### src/rtl/mw_timer_pkg.sv
// Shared encodings for the microwave mm:ss countdown controller.
package mw_timer_pkg;

  // Controller states
  typedef enum logic [1:0] {
    ST_IDLE  = 2'd0,
    ST_RUN   = 2'd1,
    ST_PAUSE = 2'd2,
    ST_DONE  = 2'd3
  } state_e;

  // Update applied to the mm:ss value registers on the next edge
  typedef enum logic [2:0] {
    OP_HOLD  = 3'd0,
    OP_LOAD  = 3'd1,
    OP_CLEAR = 3'd2,
    OP_DEC   = 3'd3,
    OP_ADD   = 3'd4
  } val_op_e;

  localparam logic [5:0] SEC_MAX = 6'd59;

endpackage

### src/rtl/mmss_arith.sv
// Combinational mm:ss arithmetic: decrement with borrow, add with carry and
// saturation, and load-value clamping.
module mmss_arith
  import mw_timer_pkg::*;
#(
  parameter int unsigned MIN_W    = 7,
  parameter int unsigned MAX_MIN  = 99,
  parameter int unsigned ADD_STEP = 30
) (
  input  logic [MIN_W-1:0] cur_min_i,
  input  logic [5:0]       cur_sec_i,
  input  logic [MIN_W-1:0] raw_min_i,
  input  logic [5:0]       raw_sec_i,
  output logic [MIN_W-1:0] dec_min_o,
  output logic [5:0]       dec_sec_o,
  output logic             dec_zero_o,
  output logic [MIN_W-1:0] add_min_o,
  output logic [5:0]       add_sec_o,
  output logic [MIN_W-1:0] ld_min_o,
  output logic [5:0]       ld_sec_o
);

  localparam int unsigned       SUM_W   = MIN_W + 1;
  localparam logic [MIN_W-1:0]  MIN_ONE = MIN_W'(1);
  localparam logic [MIN_W-1:0]  MIN_CAP = MIN_W'(MAX_MIN);
  localparam logic [SUM_W-1:0]  SUM_CAP = SUM_W'(MAX_MIN);
  localparam logic [6:0]        STEP    = 7'(ADD_STEP);

  logic [6:0]       sum_sec;
  logic             carry;
  logic [SUM_W-1:0] sum_min;

  // One-second decrement; holds at 0:00 so the value can never underflow
  always_comb begin
    dec_min_o = cur_min_i;
    dec_sec_o = cur_sec_i;
    if (cur_sec_i != '0) begin
      dec_sec_o = cur_sec_i - 6'd1;
    end else if (cur_min_i != '0) begin
      dec_sec_o = SEC_MAX;
      dec_min_o = cur_min_i - MIN_ONE;
    end
    dec_zero_o = (dec_min_o == '0) && (dec_sec_o == '0);
  end

  // Extension by ADD_STEP seconds; seconds wrap mod 60, overflow past MAX_MIN pins to MAX_MIN:59
  always_comb begin
    sum_sec = {1'b0, cur_sec_i} + STEP;
    carry   = (sum_sec >= 7'd60);
    sum_min = {1'b0, cur_min_i} + SUM_W'(carry);
    if (carry) begin
      add_sec_o = 6'(sum_sec - 7'd60);
    end else begin
      add_sec_o = sum_sec[5:0];
    end
    if (sum_min > SUM_CAP) begin
      add_min_o = MIN_CAP;
      add_sec_o = SEC_MAX;
    end else begin
      add_min_o = sum_min[MIN_W-1:0];
    end
  end

  // Clamp a raw load value into the legal display range field by field
  always_comb begin
    ld_sec_o = (raw_sec_i > SEC_MAX) ? SEC_MAX : raw_sec_i;
    ld_min_o = (raw_min_i > MIN_CAP) ? MIN_CAP : raw_min_i;
  end

endmodule

### src/rtl/mw_preset_timer_ctrl.sv
// Microwave mm:ss countdown controller: switch/preset load, 1 Hz countdown,
// pause/resume, cancel, +ADD_STEP extension and done flagging.
module mw_preset_timer_ctrl
  import mw_timer_pkg::*;
#(
  parameter int unsigned                  MIN_W      = 7,
  parameter int unsigned                  MAX_MIN    = 99,
  parameter int unsigned                  N_PRESETS  = 4,
  parameter int unsigned                  PSEL_W     = 2,
  parameter logic [N_PRESETS*MIN_W-1:0]   PRESET_MIN = {7'd10, 7'd2, 7'd5, 7'd2},
  parameter logic [N_PRESETS*6-1:0]       PRESET_SEC = {6'd0, 6'd30, 6'd0, 6'd0},
  parameter int unsigned                  ADD_STEP   = 30
) (
  input  logic              clk,
  input  logic              rst,
  input  logic              tick,
  input  logic              load,
  input  logic              preset_en,
  input  logic [PSEL_W-1:0] preset_sel,
  input  logic [MIN_W-1:0]  load_minutes,
  input  logic [5:0]        load_seconds,
  input  logic              start,
  input  logic              pause,
  input  logic              cancel,
  input  logic              add30,
  output logic [MIN_W-1:0]  minutes,
  output logic [5:0]        seconds,
  output logic              running,
  output logic              paused,
  output logic              timer_end,
  output logic              done
);

  state_e           state_q, state_d;
  val_op_e          op;
  logic [MIN_W-1:0] min_q, min_d;
  logic [5:0]       sec_q, sec_d;
  logic             running_q, running_d;
  logic             paused_q, paused_d;
  logic             timer_end_q, timer_end_d;
  logic             done_q, done_d;

  logic [MIN_W-1:0] raw_min, dec_min, add_min, ld_min;
  logic [5:0]       raw_sec, dec_sec, add_sec, ld_sec;
  logic             dec_zero;
  logic             cur_zero;

  assign cur_zero = (min_q == '0) && (sec_q == '0);

  // Select load source; an index with no table entry loads 0:00
  always_comb begin
    raw_min = load_minutes;
    raw_sec = load_seconds;
    if (preset_en) begin
      raw_min = '0;
      raw_sec = '0;
      for (int unsigned i = 0; i < N_PRESETS; i++) begin
        if (preset_sel == PSEL_W'(i)) begin
          raw_min = PRESET_MIN[i*MIN_W +: MIN_W];
          raw_sec = PRESET_SEC[i*6 +: 6];
        end
      end
    end
  end

  mmss_arith #(
    .MIN_W    (MIN_W),
    .MAX_MIN  (MAX_MIN),
    .ADD_STEP (ADD_STEP)
  ) u_arith (
    .cur_min_i  (min_q),
    .cur_sec_i  (sec_q),
    .raw_min_i  (raw_min),
    .raw_sec_i  (raw_sec),
    .dec_min_o  (dec_min),
    .dec_sec_o  (dec_sec),
    .dec_zero_o (dec_zero),
    .add_min_o  (add_min),
    .add_sec_o  (add_sec),
    .ld_min_o   (ld_min),
    .ld_sec_o   (ld_sec)
  );

  // State, value and output registers
  always_ff @(posedge clk or posedge rst) begin
    if (rst) begin
      state_q     <= ST_IDLE;
      min_q       <= '0;
      sec_q       <= '0;
      running_q   <= 1'b0;
      paused_q    <= 1'b0;
      timer_end_q <= 1'b0;
      done_q      <= 1'b0;
    end else begin
      state_q     <= state_d;
      min_q       <= min_d;
      sec_q       <= sec_d;
      running_q   <= running_d;
      paused_q    <= paused_d;
      timer_end_q <= timer_end_d;
      done_q      <= done_d;
    end
  end

  // Next state and value operation; priority cancel > load > pause > start > add30 > tick,
  // with inputs that have no meaning in the current state treated as absent
  always_comb begin
    state_d = state_q;
    op      = OP_HOLD;
    case (state_q)
      ST_IDLE: begin
        if (cancel) begin
          op = OP_CLEAR;
        end else if (load) begin
          op = OP_LOAD;
        end else if (start && !cur_zero) begin
          state_d = ST_RUN;
        end else if (add30) begin
          op = OP_ADD;
        end
      end
      ST_RUN: begin
        if (cancel) begin
          state_d = ST_IDLE;
          op      = OP_CLEAR;
        end else if (pause) begin
          state_d = ST_PAUSE;
        end else if (add30) begin
          op = OP_ADD;
        end else if (tick) begin
          op = OP_DEC;
          if (dec_zero) begin
            state_d = ST_DONE;
          end
        end
      end
      ST_PAUSE: begin
        if (cancel) begin
          state_d = ST_IDLE;
          op      = OP_CLEAR;
        end else if (start) begin
          state_d = ST_RUN;
        end else if (add30) begin
          op = OP_ADD;
        end
      end
      ST_DONE: begin
        if (cancel) begin
          state_d = ST_IDLE;
          op      = OP_CLEAR;
        end else if (load) begin
          state_d = ST_IDLE;
          op      = OP_LOAD;
        end else if (start) begin
          state_d = ST_IDLE;
          op      = OP_CLEAR;
        end else if (add30) begin
          // value is 0:00 here, so the add yields 0:ADD_STEP
          state_d = ST_RUN;
          op      = OP_ADD;
        end
      end
      default: begin
        state_d = ST_IDLE;
        op      = OP_CLEAR;
      end
    endcase
  end

  // Next value and status flags, registered so every output comes from a flop
  always_comb begin
    min_d = min_q;
    sec_d = sec_q;
    case (op)
      OP_LOAD: begin
        min_d = ld_min;
        sec_d = ld_sec;
      end
      OP_CLEAR: begin
        min_d = '0;
        sec_d = '0;
      end
      OP_DEC: begin
        min_d = dec_min;
        sec_d = dec_sec;
      end
      OP_ADD: begin
        min_d = add_min;
        sec_d = add_sec;
      end
      default: begin
        min_d = min_q;
        sec_d = sec_q;
      end
    endcase
    running_d   = (state_d == ST_RUN);
    paused_d    = (state_d == ST_PAUSE);
    done_d      = (state_d == ST_DONE);
    timer_end_d = (state_q == ST_RUN) && (state_d == ST_DONE);
  end

  assign minutes   = min_q;
  assign seconds   = sec_q;
  assign running   = running_q;
  assign paused    = paused_q;
  assign timer_end = timer_end_q;
  assign done      = done_q;

endmodule

### config.mk
export PLATFORM = sky130hd
export DESIGN_NAME = mw_preset_timer_ctrl
export DESIGN_NICKNAME = d
export VERILOG_FILES = /design/src/rtl/mw_timer_pkg.sv /design/src/rtl/mmss_arith.sv /design/src/rtl/mw_preset_timer_ctrl.sv
export SDC_FILE = /design/constraint.sdc
export NUM_CORES = 1
export LEC_CHECK = 0
export CAP_MARGIN = 20
export CORE_UTILIZATION = 53
export CTS_CLUSTER_DIAMETER = 120
export DETAILED_ROUTE_END_ITERATION = 10
export PLACE_DENSITY = 0.92
export SLEW_MARGIN = 5
export SYNTH_ARGS = -nofsm -noshare
export SYNTH_HDL_FRONTEND = slang
export SYNTH_SLANG_ARGS = --single-unit
export TNS_END_PERCENT = 50
### constraint.sdc
create_clock -name clk -period 4.9 [get_ports clk]
set_input_delay 0.98 -clock clk [delete_from_list [all_inputs] [get_ports clk]]
set_output_delay 0.98 -clock clk [all_outputs]
set_load 0.01 [all_outputs]
==> results.yml <==
global_route:
  grt_util_all_layers_pct: 31.5
  overflow: 0
  grt_pass1_wl_microns: 10400
  grt_max_degree: 20
  antenna_found_initial: 0
  first_global_vias: 2146
  busiest_layer: "met2"
  grt_use_met1_pct: 41.9
  use_met3_pct: 4.48
  use_met2_pct: 49.4
pwr:
  seqPwrFrac_pct: 32.9
  p_sw_share_pct: 44.7
  power_density_nw_per_um2: 264
  power.leakage_nw: 0.994
  power_frac_comb_pct: 49.6
  internal_power_uw: 380
  vdd_drop_max_mv: 0.105
  p_sw_uw: 307
  pwr-share-clk_pct: 17.5
route:
  vias_per_cell: 6.73
  drt_iter0_markers: 343
  firstDrtPassIters: 5
  wl_microns: 6620
  routedWlPerCell_microns: 17.9
  drc: 0
  ant_nets: 0
  vias: 2489
clocking:
  clkSinkCount: 19
  worstSkewPairLatency_ns: 0.27
  cts_buffers: 3
  clk_pin_slew_ns: 0.08
  cts_setup_buffers: 0
  cts_resized: 0
  clockBufferDepth: 2
  cts-root-buf: "clkbuf_8"
  cts_max_level: 1
  holdBufCountCts: 0
  cts_tree: "yes"
synthesis:
  async_flop_share_pct: 100
  yosysSeqAreaShare_pct: 21.7
  yosys.area_share.adder_pct: 4.57
  synth_xor_area_share_pct: 3.20
  synth_compound_area_share_pct: 33.6
  yosysTopAreaCell: "dfrtp_1"
  syn-num-nets: 326
  syn_area_sq_um: 2190
  syn_inst: 294
  synth-seq-cells: 19
  yosys-top-cells-area: "dfrtp_1 (22%), a21oi_1 (5.0%), o21ai_0 (5.0%), ha_1 (4.6%), nand2_1 (4.3%)"
  synth-simple-area-share_pct: 29.0
  synth_top_family_by_area: "compound AO/OA/AOI/OAI gates"
  avgSynthCellArea_sq_um: 7.46
  synth_mux_area_share_pct: 0.457
  yosysUniqueCellTypes: 67
  synthFlopType: "dfrtp_1"
  synth_top_area_share_pct: 21.7
  synth_warnings: 0
  synth_edf_count: 0
min_path:
  whs_path_depth: 2
  min_path_type: "flip-flop to flip-flop"
  holdCritStartpoint: "seconds[0]"
  hold_path_end: "seconds[0]"
worst_setup_path:
  r2r_start: "seconds[1]"
  r2r_end: "seconds[1]"
  critical_path.cell_chain: "inv_1 -> ha_1 -> xor2_1 -> ha_1 -> a22o_1 -> a21oi_1 -> o211ai_1 -> ha_1 -> ha_1 -> nand2_1 -> o21a_1 -> o211ai_1 -> o21a_1 -> a21oi_4 -> o21bai_1 -> a221o_1"
  cp-start-kind: "flip-flop"
  slowest_delay_ns: 0.49
  path_class: "flip-flop to flip-flop"
  worstSetupEndpointType: "flip-flop"
  critical_path.top_delay_family: "compound AO/OA/AOI/OAI gates"
  arrival_ns: 4.49
  crit_required_ns: 5.06
  cp_max_fo: 10
  worst_path_most_repeated_cell: "ha_1"
  critical-path-slowest-cell: "dfrtp_1"
  r2r_slack_ns: 0.57
  reg2reg_depth: 16
  crit_buf_inv: 1
timing:
  finalCriticalPeriod_ns: 4.33
  final_hold_viol_count: 0
  setup_violations: 0
  finalSetupTns_ns: 0
  relSlewSlack_pct: 45.9
  fin_skew_ns: 0.00494
  fin_crit_sh_pct: 88.3
  tightest_slew_ns: 0.810
  report.final.slew_viol_count: 0
  setup_slack_ns: 0.571
  max_freq_mhz: 231
  rsz0062_at_grt: "false"
final_layout:
  layout-drive-gt1-share_pct: 5.31
  final_cell_mix: "clkdlybuf4s50_1 (40), nand2_1 (25), a21oi_1 (22), o21ai_0 (22), dfrtp_1 (19)"
  fin_nets: 353
  final_common_cell: "clkdlybuf4s50_1"
  antenna_cells: 0
  syn2layout_area_growth_pct: 18.8
flow_run:
  drv_cap: 0
die:
  core_area_sq_um: 3970
  die_width_microns: 66.3
  die_h_microns: 66.3
  pin_count: 41
  fp-row-count: 23
  start_util_pct: 55.2
  die_area_sq_um: 4400
place:
  dp_hpwl_microns: 4900
  port-buffer-count: 40
  place_ws_ns: 0.670
  gp_congestion: 1.06
run_status:
  status: "finished, final reports clean"
## worst max-delay path by stage
stage,start,to,slack [ns],depth (start not counted)
4_1_cts,seconds[1],seconds[1],0.63,16
2_1_floorplan,seconds[1],seconds[1],1.12,17
3_5_place_dp,seconds[1],seconds[1],0.67,16
5_1_grt,seconds[1],seconds[1],0.27,16
6_report,seconds[1],seconds[1],0.57,16
3_3_place_gp,seconds[1],seconds[1],0.90,16
## synthesized netlist by cell type (4+ instances only)
cell,count
nand4_1,4
nor2_1,18
nor2b_1,4
nand3_1,11
dfrtp_1,19
nand3b_1,5
a31oi_1,6
o21a_1,6
and3_1,5
a21oi_1,22
ha_1,8
o21ai_0,22
xnor2_1,7
and2_1,5
inv_1,18
o21ai_1,4
nor3_1,10
clkbuf_1,10
nor4_1,5
nand2_1,25
buf_2,5
or3_1,5
a211oi_1,5
## metrics by stage
step                hold WS, ns  std cells  utilization, %  power [mW]  cell area, sq um
floorplan                 0.660        294               -       0.447              2190
global placement          0.683        366            64.4       0.552              2560
detailed placement        0.694        366            64.4       0.557              2560
CTS                       0.706        370            65.6       0.675              2610
global route              0.726        370            65.6       0.723              2610
finish                    0.711        370            65.6       0.687              2610
## kinds of logic after synthesis
family                     count (synthesis)
and+or+nand+nor                          115
buffers and inverters                     36
AOI/OAI and AO/OA                        107
muxes                                      1
adders and majority gates                  8
xor gates and xnor gates                   8
DFF                                       19
## tightest hold or removal path, delay by kind of cell (launching register included)
family / cells / cell delay [ns]
AO/OA/AOI/OAI: 2 / 0.20
flip-flops: 1 / 0.47
## sequential cells by signal, indices dropped and copies added (netlist names)
| register | cells |
|---|---|
| minutes | 7 |
| done | 1 |
| seconds | 6 |
| running | 1 |
| state_q | 2 |
| timer_end | 1 |
| paused | 1 |
## power groups by stage
stage | combinational, mW | clock [mW] | sequential, mW
after floorplan | 0.244 | 0 | 0.204
final | 0.341 | 0.120 | 0.226
after global routing | 0.368 | 0.124 | 0.231
after CTS | 0.333 | 0.118 | 0.224
after global placement | 0.327 | 0 | 0.226
after detailed placement | 0.330 | 0 | 0.227
## routing by layer
layer / routed length [microns] / vias up / share of wire [%]
li1: - / 1150 / -
met1: 2780 / 1145 / 42
met4: 240 / 0 / 3.6
met5: 0 / - / 0
met2: 3000 / 159 / 45
met3: 604 / 35 / 9.1
## final cells by class
class,count,area (sq um)
multi-input cells,239,1550
fillers,340,1370
flip-flops and latches,19,475
repair buffers,40,400
inverters,18,67.6
well taps,50,62.6
clock buffers,3,41.3
clock inverters,1,5.00
No activity file was read; power rests on OpenSTA's default activity.
